`config.mk`:
```
export PLATFORM = sky130hd
export DESIGN_NAME = fifo_word_serializer
export DESIGN_NICKNAME = d
export VERILOG_FILES = /design/src/rtl/fifo_word_serializer.sv
export SDC_FILE = /design/constraint.sdc
export NUM_CORES = 1
export LEC_CHECK = 0
export ABC_AREA = 1
export CELL_PAD_IN_SITES_DETAIL_PLACEMENT = 0
export CELL_PAD_IN_SITES_GLOBAL_PLACEMENT = 2
export CORE_MARGIN = 3
export CORE_UTILIZATION = 29
export CTS_CLUSTER_DIAMETER = 50
export CTS_CLUSTER_SIZE = 14
export DETAILED_ROUTE_END_ITERATION = 6
export PLACE_DENSITY_LB_ADDON = 0.1
export SYNTH_ARGS = -nofsm -noshare
export SYNTH_HDL_FRONTEND = slang
export SYNTH_SLANG_ARGS = --single-unit
```
`constraint.sdc`:
```
create_clock -name clock -period 1.7 [get_ports clock]
set_input_delay 0.34 -clock clock [delete_from_list [all_inputs] [get_ports clock]]
set_output_delay 0.34 -clock clock [all_outputs]
set_load 0.02 [all_outputs]
```
`src/rtl/fifo_word_serializer.sv`:
```
// -----------------------------------------------------------------------------
// fifo_word_serializer
//
// Pops WIDTH-bit words from an upstream FIFO with a one-cycle read latency and
// sends each word as RATIO = WIDTH/OUT_WIDTH beats on a valid/ready stream.
// WIDTH must be a multiple of OUT_WIDTH, and RATIO must be at least 2.
//
// Ports:
//   clock       rising-edge clock
//   aresetn     asynchronous active-low reset
//   fifo_empty  upstream FIFO empty flag
//   fifo_rd_en  pop strobe to the FIFO (combinational, never asserted on empty)
//   fifo_data   FIFO read data, valid the cycle after fifo_rd_en
//   m_valid     output beat valid (registered)
//   m_ready     downstream accepts the beat
//   m_data      output beat (registered)
//   m_last      final beat of a word (registered)
//   busy        high while a word is being fetched or sent
//   word_count  number of words fully sent, wraps modulo 2^CNT_WIDTH
// -----------------------------------------------------------------------------
module fifo_word_serializer #(
  parameter int WIDTH     = 32,
  parameter int OUT_WIDTH = 8,
  parameter int MSB_FIRST = 0,
  parameter int CNT_WIDTH = 16
) (
  input  logic                 clock,
  input  logic                 aresetn,
  input  logic                 fifo_empty,
  output logic                 fifo_rd_en,
  input  logic [WIDTH-1:0]     fifo_data,
  output logic                 m_valid,
  input  logic                 m_ready,
  output logic [OUT_WIDTH-1:0] m_data,
  output logic                 m_last,
  output logic                 busy,
  output logic [CNT_WIDTH-1:0] word_count
);

  localparam int RATIO = WIDTH / OUT_WIDTH;
  localparam int BCW   = (RATIO > 2) ? $clog2(RATIO) : 1;
  localparam logic [BCW-1:0] LAST_BEAT = BCW'(RATIO - 1);

  localparam logic [1:0] IDLE  = 2'd0;
  localparam logic [1:0] FETCH = 2'd1;
  localparam logic [1:0] SEND  = 2'd2;

  logic [1:0]       state;
  logic [BCW-1:0]   beat_cnt;
  logic [BCW-1:0]   beat_cnt_next;
  logic [WIDTH-1:0] shift_reg;
  logic [WIDTH-1:0] shift_next;
  logic             xfer;
  logic             last_xfer;

  // The beat on the wire is always the "front" of the shift register; after
  // each transfer the register moves one beat toward that front.
  function automatic logic [OUT_WIDTH-1:0] front_beat(input logic [WIDTH-1:0] w);
    if (MSB_FIRST != 0) return w[WIDTH-1 -: OUT_WIDTH];
    else                return w[OUT_WIDTH-1:0];
  endfunction

  assign shift_next    = (MSB_FIRST != 0) ? (shift_reg << OUT_WIDTH)
                                          : (shift_reg >> OUT_WIDTH);
  assign beat_cnt_next = beat_cnt + 1'b1;
  assign xfer          = m_valid & m_ready;
  assign last_xfer     = (state == SEND) && xfer && (beat_cnt == LAST_BEAT);
  assign busy          = (state != IDLE);

  // Pop in IDLE, or on the last-beat transfer so the next word lands during
  // the following FETCH cycle. Reset gates it so a held-in-reset block never
  // pops, even with a non-empty FIFO.
  always_comb begin
    // NOTE: assign a default first so every path drives the signal; a missing
    // branch would otherwise infer a latch.
    fifo_rd_en = 1'b0;
    if (aresetn && !fifo_empty) begin
      if (state == IDLE || last_xfer) fifo_rd_en = 1'b1;
    end
  end

  // NOTE: sequential state uses non-blocking assignments only, so every
  // register samples pre-edge values regardless of statement order.
  always_ff @(posedge clock or negedge aresetn) begin
    if (!aresetn) begin
      state      <= IDLE;
      m_valid    <= 1'b0;
      m_data     <= '0;
      m_last     <= 1'b0;
      word_count <= '0;
      beat_cnt   <= '0;
      // NOTE: the shift register is plain flops, not a RAM, so clearing it on
      // reset is cheap and keeps a discarded word from lingering.
      shift_reg  <= '0;
    end else begin
      case (state)
        IDLE: begin
          if (fifo_rd_en) state <= FETCH;
        end

        FETCH: begin
          shift_reg <= fifo_data;
          beat_cnt  <= '0;
          m_data    <= front_beat(fifo_data);
          m_valid   <= 1'b1;
          m_last    <= 1'b0;
          state     <= SEND;
        end

        SEND: begin
          if (xfer) begin
            if (beat_cnt != LAST_BEAT) begin
              shift_reg <= shift_next;
              m_data    <= front_beat(shift_next);
              beat_cnt  <= beat_cnt_next;
              m_last    <= (beat_cnt_next == LAST_BEAT);
            end else begin
              // Word complete: fifo_rd_en already popped the next word this
              // cycle if one was available.
              word_count <= word_count + 1'b1;
              m_valid    <= 1'b0;
              m_last     <= 1'b0;
              state      <= fifo_empty ? IDLE : FETCH;
            end
          end
        end

        default: state <= IDLE;
      endcase
    end
  end

endmodule

```
Yosys cells after proc, flatten, opt, wreduce, memory -nomap -nowiden
Index checks and enable logic that the tools add are counted. W data, S select, Z words.

Add/subtract/negate cells: 2. Eq/ne operators: 9. Multiplexer cells: 22. Bitwise gates (word level): 2. Reductions and logical operators: 13.

Operators with widths (count): $mux W32 (2); $pmux W32 S2 (1); $add A16 B1 Y16 const B (1); $mux W8 (2); $pmux W8 S2 (1); $reduce_and A3 Y1 (4); $mux W2 (5); $ne A2 B2 Y1 const B (4); $mux W1 (7); $eq A2 B2 Y1 const B (3); $pmux W2 S3 (1); $pmux W1 S2 (2); $pmux W2 S2 (1); $reduce_bool A2 Y1 (2); $logic_and A1 B1 Y1 (3); $add A2 B1 Y2 const B (1); $eq A2 B1 Y1 const B (1); $logic_not A2 Y1 (1); $ne A2 B1 Y1 const B (1); $reduce_and A2 Y1 (1); $and A1 B1 Y1 (1); $logic_not A1 Y1 (1); $logic_or A1 B1 Y1 (1); $not A1 Y1 (1).

Bits in registers: 62. Input port bits: 36. Output and inout bits: 28.

Longest topological paths before layout
Depth after elaboration: 8. Gate-level depth with buffers: 9.

Worst setup path before layout
Ideal clock, no wire load.

Kind: reg-to-output. From: register beat_cnt[0]. To: output port fifo_rd_en. Arrival: 1389 ps. Required time: 1360 ps. Slack: -29 ps. Cell stages (with the launch flop): 7. Path through: dfrtp_1 ha_1 nand3_1 nor2_4 buf_4 inv_1 a21oi_1.

Word-level cells in the longest chain between the ends: 5.

Ends and longest elaborated chain: from (decl) (RTL line 49) `logic [BCW-1:0] beat_cnt;`; from (signal assigned) (RTL line 115) `beat_cnt <= beat_cnt_next;`; $eq A2 B2 Y1 (RTL line 67) `assign last_xfer = (state == SEND) && xfer && (beat_cnt == LAST_BEAT);`; $logic_and A1 B1 Y1 (RTL line 67); $logic_or A1 B1 Y1 (RTL line 78) `if (state == IDLE || last_xfer) fifo_rd_en = 1'b1;`; $mux W1 (RTL line 78); $mux W1 (RTL line 77) `if (aresetn && !fifo_empty) begin`; to (decl) (RTL line 30) `output logic fifo_rd_en,`.

Every way passes these cells.

Worst setup path after layout
From: input port m_ready. To: output port fifo_rd_en.

Word-level cells in the longest chain between the ends: 6.

Ends and longest elaborated chain: from (decl) (RTL line 33) `input logic m_ready,`; $and A1 B1 Y1 (RTL line 66) `assign xfer = m_valid & m_ready;`; $logic_and A1 B1 Y1 (2 in a row) (RTL line 67); $logic_or A1 B1 Y1 (RTL line 78); $mux W1 (RTL line 78); $mux W1 (RTL line 77).

Every way passes these cells.

==> results by group <==
Place
  • Dpl ws: -0.490 ns
  • # port buffers: 63
  • Final HPWL DP: approximately 4200 um
  • Placer congestion estimate: 0.711

GRT
  • First-pass GRT wire length: just over 10,000 um
  • Grt ovf: 0
  • Vias in the first global route: about 2,200
  • Initial antenna violation count: 0
  • Largest net degree at the start of global routing: 56
  • GRT Total Usage: 0.122

Yosys
  • Synth Area per Inst: about 8.4 um^2
  • Synth unique cells: 26
  • Synth Instances: approximately 330
  • Synth area leaders: dfrtp_1 49%, nand2_1 13%, o21ai_0 8.1%
  • Mapped Nets: ~370
  • Area leader, netlist: dfrtp_1
  • Synth top area share: 0.495
  • Post-synthesis sequential area ratio: 0.495
  • Yosys synthesis warning count: 0
  • Synthesized cell area: 2730 um^2
  • #FFs+latches synth: 54

Clock network
  • CTS Buffer Depth: 2
  • CTS tree: built
  • Total CTS buffers: 5
  • Clk Latency, worst-skew pair: about 0.30 ns
  • Clock transition at path regs: 0.09 ns
  • H-tree depth: 2
  • CTS Root Cell: clkbuf_8
  • Clock sinks: 54

STA
  • Fin Clk Skew: ~0.0078 ns
  • Final slew viol count: 0
  • Final Critical Period: 1.69 ns
  • Fmax: around 0.6 GHz
  • Worst-Margin Slew: a little over 0.7 ns
  • Final Cycle Share: 0.997
  • Final setup fails: 0
  • Final hold slack: roughly 0.18 ns
  • Final hold violations: 0
  • Max-slew headroom: 0.527
  • Setup ws final: around 0.006 ns
  • RSZ-0062 raised after global routing: yes

Final layout
  • Syn-to-layout area delta: 32.0%
  • Max reg flops: 25
  • Most frequent cells in the layout: 96 x nand2_1, 54 x dfrtp_1, 44 x o21ai_0
  • Number of diodes: 0
  • Nets: 434
  • Share of cells above drive strength 1: 0.124
  • Final Core Density: 0.404
  • Most common cell after layout, fill and taps aside: nand2_1

Worst setup path
  • Crit path launch type: input port
  • Crit Path Max Fanout: 2
  • R2r endpoint: word_count[15]$_DFFE_PN0P_
  • Critical path class: in -> out
  • R2R cell count: 7
  • CP required: about 1.4 ns
  • CP endpoint: fifo_rd_en
  • Crit path from: m_ready
  • Reg2reg setup slack: ~0.21 ns
  • R2R Path Start: beat_cnt[1]$_DFFE_PN0P_
  • CP Capture Type: output pin
  • Crit path arrival time: about 1.4 ns

Drt
  • Drt total wl: approximately 5900 um
  • ANT nets after route: 0
  • Via count: roughly 2,200
  • Via-per-instance ratio: 4.32
  • Drt wl/cell: about 12 um
  • Post-route DRC: 0
  • First-pass DRT Iterations: 4
  • Initial DRC count: 35

Outcome
  • Status: finished clean

Pwr
  • Worst vdd ir: around 0.45 mV
  • Pwr/cell area: approximately 1400 nW/um^2
  • Leak: around 1.7 nW

Run
  • Max-cap viol count: 0

Floorplan
  • # IOs: 64
  • Die H: roughly 100 um
  • Die ar.: around 11,000 um^2
  • Total core area: around 8900 um^2
  • Die width: around 100 um
  • Cell Rows: 34
  • Initial Utilization: 0.306

Worst hold path
  • HP Class: in -> async
timing repair:
item | CTS | global route
pin swaps | 0 | 1
resized for setup | 22 | 8
buffers inserted | 0 | 1
hold buffers | 0 | 0
endpoints found under the setup margin | 15 | 23
synthesized netlist by cell type (all sizes together):
cell type	number
a21oi	1
buf	14
clkbuf	6
clkinv	1
dfrtp	54
ha	3
inv	40
nand2	99
nand3	14
nand4	5
nor2	23
nor3	2
o2111a	1
o211ai	8
o21ai	44
or2	1
xnor2	9
xor2	2
critical path: stages:
cell and delay (ns):
clkdlybuf4s50_1 0.53, nand3_4 0.09, nor2_4 0.11, inv_2 0.05, a21oi_2 0.10, buf_4 0.14
logic make-up after synthesis:
| group | synth area share |
|---|---|
| AOI/OAI and AO/OA | 0.123 |
| xor gates and xnor gates | 0.0353 |
| and+or+nand+nor | 0.224 |
| adders and majority gates | 0.0137 |
| DFF | 0.495 |
| buffers and inverters | 0.109 |
report_power, final:
part           switching, W  internal, W  total [W]
logic               0.00138     0.000999    0.00238
registers          0.000176      0.00171    0.00189
clock network      0.000422     0.000290   0.000712
layer usage:
layer	up-vias	GRT usage	wire, um
met2	42	0.190	2640
met3	2	0.0298	260
li1	1159	-	-
met5	-	0	0
met4	0	0.0349	40
met1	974	0.167	2920
layout make-up:
class / count / area [um^2]
flip-flops and latches: 54 / 1350
inverters: 41 / 154
repair buffers: 81 / 776
well taps: 108 / 135
multi-input cells: 212 / 1100
clock buffers: 5 / 68.8
fillers: 941 / 5330
clock inverters: 3 / 21.3
worst min path at each step:
stage          slack (ns)                   endpoint                   from
2_1_floorplan        0.04    beat_cnt[0]$_DFFE_PN0P_                aresetn
3_3_place_gp         0.46      m_data[1]$_DFFE_PN0P_  m_data[1]$_DFFE_PN0P_
3_5_place_dp         0.47      m_data[1]$_DFFE_PN0P_  m_data[1]$_DFFE_PN0P_
4_1_cts              0.21  shift_reg[23]$_DFFE_PN0P_                aresetn
5_1_grt              0.24  shift_reg[15]$_DFFE_PN0P_                aresetn
6_report             0.18        m_valid$_DFFE_PN0P_                aresetn
per-stage QoR:
| stage | area [um^2] | instances | total power [W] | setup TNS [ns] |
|---|---|---|---|---|
| 3_5_place_dp | 3500 | 495 | 0.00435 | -0.969 |
| 4_1_cts | 3580 | 503 | 0.00507 | -0.0370 |
| 5_1_grt | 3610 | 504 | 0.00550 | -0.0803 |
| 6_report | 3610 | 504 | 0.00498 | 0 |
| 2_1_floorplan | 2740 | 327 | 0.00360 | 0 |
| 3_3_place_gp | 3500 | 495 | 0.00432 | -0.907 |
No activity file was read; power rests on OpenSTA's default activity.
